File: config.mk
export PLATFORM = sky130hd
export DESIGN_NAME = fp_unpack
export DESIGN_NICKNAME = d
export VERILOG_FILES = /design/src/rtl/fp_unpack.sv
export SDC_FILE = /design/constraint.sdc
export NUM_CORES = 1
export LEC_CHECK = 0
export ABC_AREA = 1
export CAP_MARGIN = 10
export CORE_ASPECT_RATIO = 0.75
export CORE_MARGIN = 10
export CORE_UTILIZATION = 46
export CTS_CLUSTER_SIZE = 14
export DETAILED_ROUTE_END_ITERATION = 16
export HOLD_SLACK_MARGIN = 0.03
export MAX_ROUTING_LAYER = met4
export PLACE_DENSITY = 0.89
export SLEW_MARGIN = 25
export SYNTH_ARGS = -nofsm -noshare
export SYNTH_HDL_FRONTEND = slang
export SYNTH_SLANG_ARGS = --single-unit
export TNS_END_PERCENT = 5
File: constraint.sdc
create_clock -name clk -period 2.3 [get_ports clk]
set_clock_uncertainty 0.15 [all_clocks]
set_input_delay 0.23 -clock clk [delete_from_list [all_inputs] [get_ports clk]]
set_output_delay 0.23 -clock clk [all_outputs]
set_load 0.02 [all_outputs]
File: src/rtl/fp_unpack.sv
// fp_unpack: operand front end for the FP add/sub datapath.
// Splits a packed IEEE-754 word into sign, unbiased signed exponent,
// significand and a one-hot class. Subnormals are normalized iteratively,
// at most STEP bit positions per cycle, behind a valid/ready handshake with
// a single-entry output register.
//
// Ports:
//   clk, rst_n           rising-edge clock, asynchronous active-low reset
//   in_valid / in_ready  input handshake; in_data = {sign, exponent, fraction}
//   out_valid / out_ready output handshake
//   negOut               sign bit
//   expOut               unbiased exponent, signed, NEXP+2 bits
//   sigOut               significand; finite nonzero: sigOut[NSIG]=1 and
//                        value = sigOut * 2^(expOut-NSIG)
//   cls                  one-hot {snan, qnan, inf, zero, subnormal, normal}
module fp_unpack #(
  parameter int NEXP = 8,
  parameter int NSIG = 23,
  parameter int STEP = 4
) (
  input  logic                   clk,
  input  logic                   rst_n,
  input  logic                   in_valid,
  output logic                   in_ready,
  input  logic [NEXP+NSIG:0]     in_data,
  output logic                   out_valid,
  input  logic                   out_ready,
  output logic                   negOut,
  output logic signed [NEXP+1:0] expOut,
  output logic [NSIG:0]          sigOut,
  output logic [5:0]             cls
);

  localparam int BIAS = (1 << (NEXP - 1)) - 1;
  localparam int EMIN = 1 - BIAS;
  localparam int EMAX = BIAS;
  localparam int EW   = NEXP + 2;
  localparam int SW   = NSIG + 1;
  localparam int LW   = $clog2(STEP + 1);

  typedef enum logic [1:0] {IDLE, NORM, DONE} state_t;

  state_t state, stateNext;

  logic                 accept;
  logic                 sgn;
  logic [NEXP-1:0]      expField;
  logic [NSIG-1:0]      frac;
  logic                 eOnes, eZero, fZero, isSub;
  logic signed [EW-1:0] expLoad;
  logic [SW-1:0]        sigLoad;
  logic [5:0]           clsLoad;
  logic [LW-1:0]        lz;
  logic                 lzFound;
  logic                 normDone;

  assign sgn      = in_data[NEXP+NSIG];
  assign expField = in_data[NSIG +: NEXP];
  assign frac     = in_data[NSIG-1:0];
  assign eOnes    = &expField;
  assign eZero    = ~|expField;
  assign fZero    = ~|frac;
  assign isSub    = eZero & ~fZero;

  assign in_ready  = (state == IDLE) | ((state == DONE) & out_ready);
  assign accept    = in_valid & in_ready;
  assign out_valid = (state == DONE);

  // Classify and decode the incoming operand.
  always_comb begin
    expLoad = EW'(EMIN);
    sigLoad = '0;
    clsLoad = 6'b000100;
    if (eOnes) begin
      expLoad = EW'(EMAX + 1);
      sigLoad = {1'b0, frac};
      if (fZero)
        clsLoad = 6'b001000;
      else if (frac[NSIG-1])
        clsLoad = 6'b010000;
      else
        clsLoad = 6'b100000;
    end else if (!eZero) begin
      expLoad = $signed({2'b00, expField}) - EW'(BIAS);
      sigLoad = {1'b1, frac};
      clsLoad = 6'b000001;
    end else if (!fZero) begin
      expLoad = EW'(EMIN);
      sigLoad = {1'b0, frac};
      clsLoad = 6'b000010;
    end
  end

  // Leading zeros within the top STEP bits of the working significand.
  // An all-zero window yields lz == STEP, so the same shift-by-lz update
  // covers both the full-step and the final partial-step cases.
  always_comb begin
    lz      = '0;
    lzFound = 1'b0;
    for (int unsigned i = 0; i < STEP; i++) begin
      if (!lzFound && !sigOut[SW-1-i])
        lz = lz + LW'(1);
      else
        lzFound = 1'b1;
    end
  end

  assign normDone = (lz != LW'(STEP));

  always_ff @(posedge clk or negedge rst_n) begin
    if (!rst_n)
      state <= IDLE;
    else
      state <= stateNext;
  end

  always_comb begin
    stateNext = state;
    case (state)
      IDLE: if (accept) stateNext = isSub ? NORM : DONE;
      NORM: if (normDone) stateNext = DONE;
      DONE: begin
        if (accept)
          stateNext = isSub ? NORM : DONE;
        else if (out_ready)
          stateNext = IDLE;
      end
      default: stateNext = IDLE;
    endcase
  end

  // Output registers double as the normalization working registers.
  always_ff @(posedge clk or negedge rst_n) begin
    if (!rst_n) begin
      negOut <= 1'b0;
      expOut <= '0;
      sigOut <= '0;
      cls    <= '0;
    end else if (accept) begin
      negOut <= sgn;
      expOut <= expLoad;
      sigOut <= sigLoad;
      cls    <= clsLoad;
    end else if (state == NORM) begin
      sigOut <= sigOut << lz;
      expOut <= expOut - EW'(lz);
    end
  end

endmodule

==> impl_metrics.py <==
metrics = {
    "floorplan": {
        "fp.dieArea_um2": 11200,
        "initial_core_util": 0.484,
        "io_pins": 79,
        "die_h_um": 94.1,
        "die_w_um": 119,
        "rows": 26,
        "core_area_um2": 6960,
    },
    "yosys": {
        "syn_area_um2": 3370,
        "synthTopCellsByArea": "dfrtp_1 (32%), nand2_1 (18%), nand3_1 (14%)",
        "synth-edff-count": 0,
        "syn_avg_cell_area_um2": 6.22,
        "synthFlopType": "dfrtp_1",
        "yosysWarningCount": 0,
        "yosysTopAreaCell": "dfrtp_1",
        "synth_nets": 583,
        "synthArstFlopShare": 1.00,
        "synth_top_area_frac": 0.320,
        "ys_seq_area_frac": 0.320,
        "ys_ff_latch": 43,
        "synth_cell_type_count": 31,
        "synth_cells": 541,
    },
    "sta": {
        "fmax_ghz": 0.434,
        "setup_viol": 1,
        "hold_ws_ns": 0.320,
        "drv_slew": 0,
        "slew_headroom": 0.567,
        "finalCritPeriodShare": 1.00,
        "final_hold_viol_count": 0,
        "final.min_clock_period_ns": 2.31,
        "rsz0062_at_grt": "true",
        "setup_ws_ns": -0.00575,
        "worst_pin_slew_ns": 0.650,
    },
    "drt": {
        "post-route-drc-count": 0,
        "ant_nets": 0,
        "wl_per_cell_um": 15.2,
        "vias": 3991,
        "routed_wl_um": 11000,
        "drt-initial-drc-count": 375,
        "viasPerCell": 5.50,
        "drtPass1Iterations": 6,
    },
    "critical_path": {
        "crit_path_start": "sigOut[22]",
        "r2r_slack_ns": -0.006,
        "required_ns": 2.36,
        "crit_arrival_ns": 2.36,
        "timing.rr.end": "expOut[7]",
        "cp-end-kind": "register",
        "critical_path_class": "register to register",
        "critical_path.reg2reg.startpoint": "sigOut[22]",
        "reg2reg_depth": 11,
        "worstSetupStartpointType": "register",
        "crit_path_max_fanout": 20,
    },
    "status": {
        "violations": "negative setup slack",
        "status": "complete, but fails checks",
    },
    "worst_hold_path": {
        "hp-class": "input port to async pin",
    },
    "placed_design": {
        "gp_congestion": 0.941,
        "port_buffers": 78,
        "hpwl_um": 8270,
    },
    "cts": {
        "root_buffer": "clkbuf_8",
        "clk_pin_slew_ns": 0.09,
        "cts_made_buffers": 5,
        "htreeDepth": 2,
        "cts_sinks": 43,
        "tritoncts": "built",
        "clock_latency_ns": 0.31,
        "clockBufferDepth": 2,
    },
    "power": {
        "power_leakage_nw": 2.21,
        "total_power_mw": 5.51,
        "vdd_drop_max_v": 0.000665,
        "power.density_nw_per_um2": 1230,
    },
    "finish": {
        "nets": 669,
        "synthToLayoutAreaGrowth_pct": 33.0,
        "num_antenna_cells": 0,
        "postLayoutCoreUtil": 0.643,
        "drive_gt1_frac": 0.0924,
    },
    "run": {
        "cap_violations": 0,
    },
    "global_routing": {
        "grt_usage": 0.199,
        "grt_pass1_vias": 3816,
        "antenna_found_initial": 0,
        "grt-ovfl-total": 0,
        "grt_pass1_wl_um": 18300,
        "grt_max_degree": 30,
    },
}
## where the power goes
part / leakage (nW) / internal (mW) / switching, mW
clock: 0.0612 / 0.352 / 0.291
combinational: 1.63 / 1.39 / 2.16
sequential: 0.510 / 1.01 / 0.306
total: 2.21 / 2.75 / 2.76
## Yosys cell counts, types with 5 or more instances
| cell | number |
|---|---|
| a21oi_1 | 13 |
| a31oi_1 | 7 |
| buf_2 | 11 |
| clkbuf_1 | 5 |
| dfrtp_1 | 43 |
| ha_1 | 5 |
| inv_1 | 55 |
| nand2_1 | 160 |
| nand3_1 | 93 |
| nand4_1 | 5 |
| nor2_1 | 66 |
| nor3_1 | 5 |
| o21ai_0 | 35 |
## cell type report
class                      count  area, um2
clock inverter                 2       35.0
sequential                    43       1080
inverter                      59        229
tap                           98        123
timing repair buffer         101        955
fill                         661       2480
multi-input combinational    417       1970
clock buffer                   6       82.6
## critical path, cell delays in order, from the launching register on
cell and delay [ns]:
dfrtp_2 0.45, nor2_1 0.22, nand2_2 0.13, buf_6 0.19
nand2_2 0.11, ha_1 0.25, nand2_1 0.13, o211ai_1 0.15
o21ai_0 0.20, nand3_1 0.09, nand3_1 0.08, nand2_1 0.05
## layer usage
layer  GRT usage  part of all wire  up-vias
met5           -                 0        -
met4      0.0527             0.016        0
met3      0.0450              0.11       22
met2       0.320              0.44      243
met1       0.248              0.44     1790
li1            -                 -     1936
## cells in the final DEF (no fill, tap or decap), types with 2 or more instances in the layout
master / instances
a21oi_1: 12
a31oi_1: 7
and2_1: 2
buf_4: 21
clkbuf_8: 6
clkdlybuf4s50_1: 77
dfrtp_1: 39
dfrtp_2: 4
ha_1: 4
inv_1: 53
inv_2: 2
inv_4: 3
nand2_1: 156
nand2_2: 6
nand2_4: 2
nand3_1: 93
nand3_2: 2
nand3b_1: 2
nand4_1: 5
nor2_1: 66
nor3_1: 4
o211ai_1: 4
o21ai_0: 34
o21ai_1: 2
o21bai_1: 3
o22ai_1: 2
or2_2: 4
## metrics by stage
step,cell area (um2),worst slack (ns),cells,setup TNS (ns)
5_1_grt,4480,-0.137,726,-0.519
4_1_cts,4430,0.0341,722,0
6_report,4480,-0.00575,726,-0.00575
2_1_floorplan,3390,0.00797,541,0
3_5_place_dp,4290,-0.0154,712,-0.0154
3_3_place_gp,4290,0.0531,712,0
## timing repair
item / 4_1_cts / 5_1_grt
pin swaps: 0 / 2
resized for setup: 1 / 7
endpoints found under the hold margin: 25 / 0
setup buffers: 1 / 4
hold buffers: 1 / 0
setup endpoints to repair: 2 / 23
## cell families (layout without fill, tap and decap cells)
group,Yosys count,count (layout),share of synthesized area
buffers and inverters,81,168,0.104
xor gates and xnor gates,2,2,0.00520
and+or+nand+nor,343,343,0.439
AOI/OAI and AO/OA,66,66,0.107
DFF,43,43,0.320
adders and majority gates,6,6,0.0245
## flip-flops by register name, indices dropped and copies added, names as in the netlist
signal,cells
expOut,10
negOut,1
state,2
sigOut,24
cls,6
## how the worst max path moves through the flow
stage / endpoint / slack (ns) / depth (start not counted)
2_1_floorplan: expOut[8] / 0.008 / 16
3_3_place_gp: expOut[8] / 0.05 / 16
3_5_place_dp: expOut[8] / -0.02 / 16
4_1_cts: expOut[7] / 0.03 / 11
5_1_grt: expOut[5] / -0.14 / 14
6_report: expOut[7] / -0.006 / 11
No activity file was read; power rests on OpenSTA's default activity.
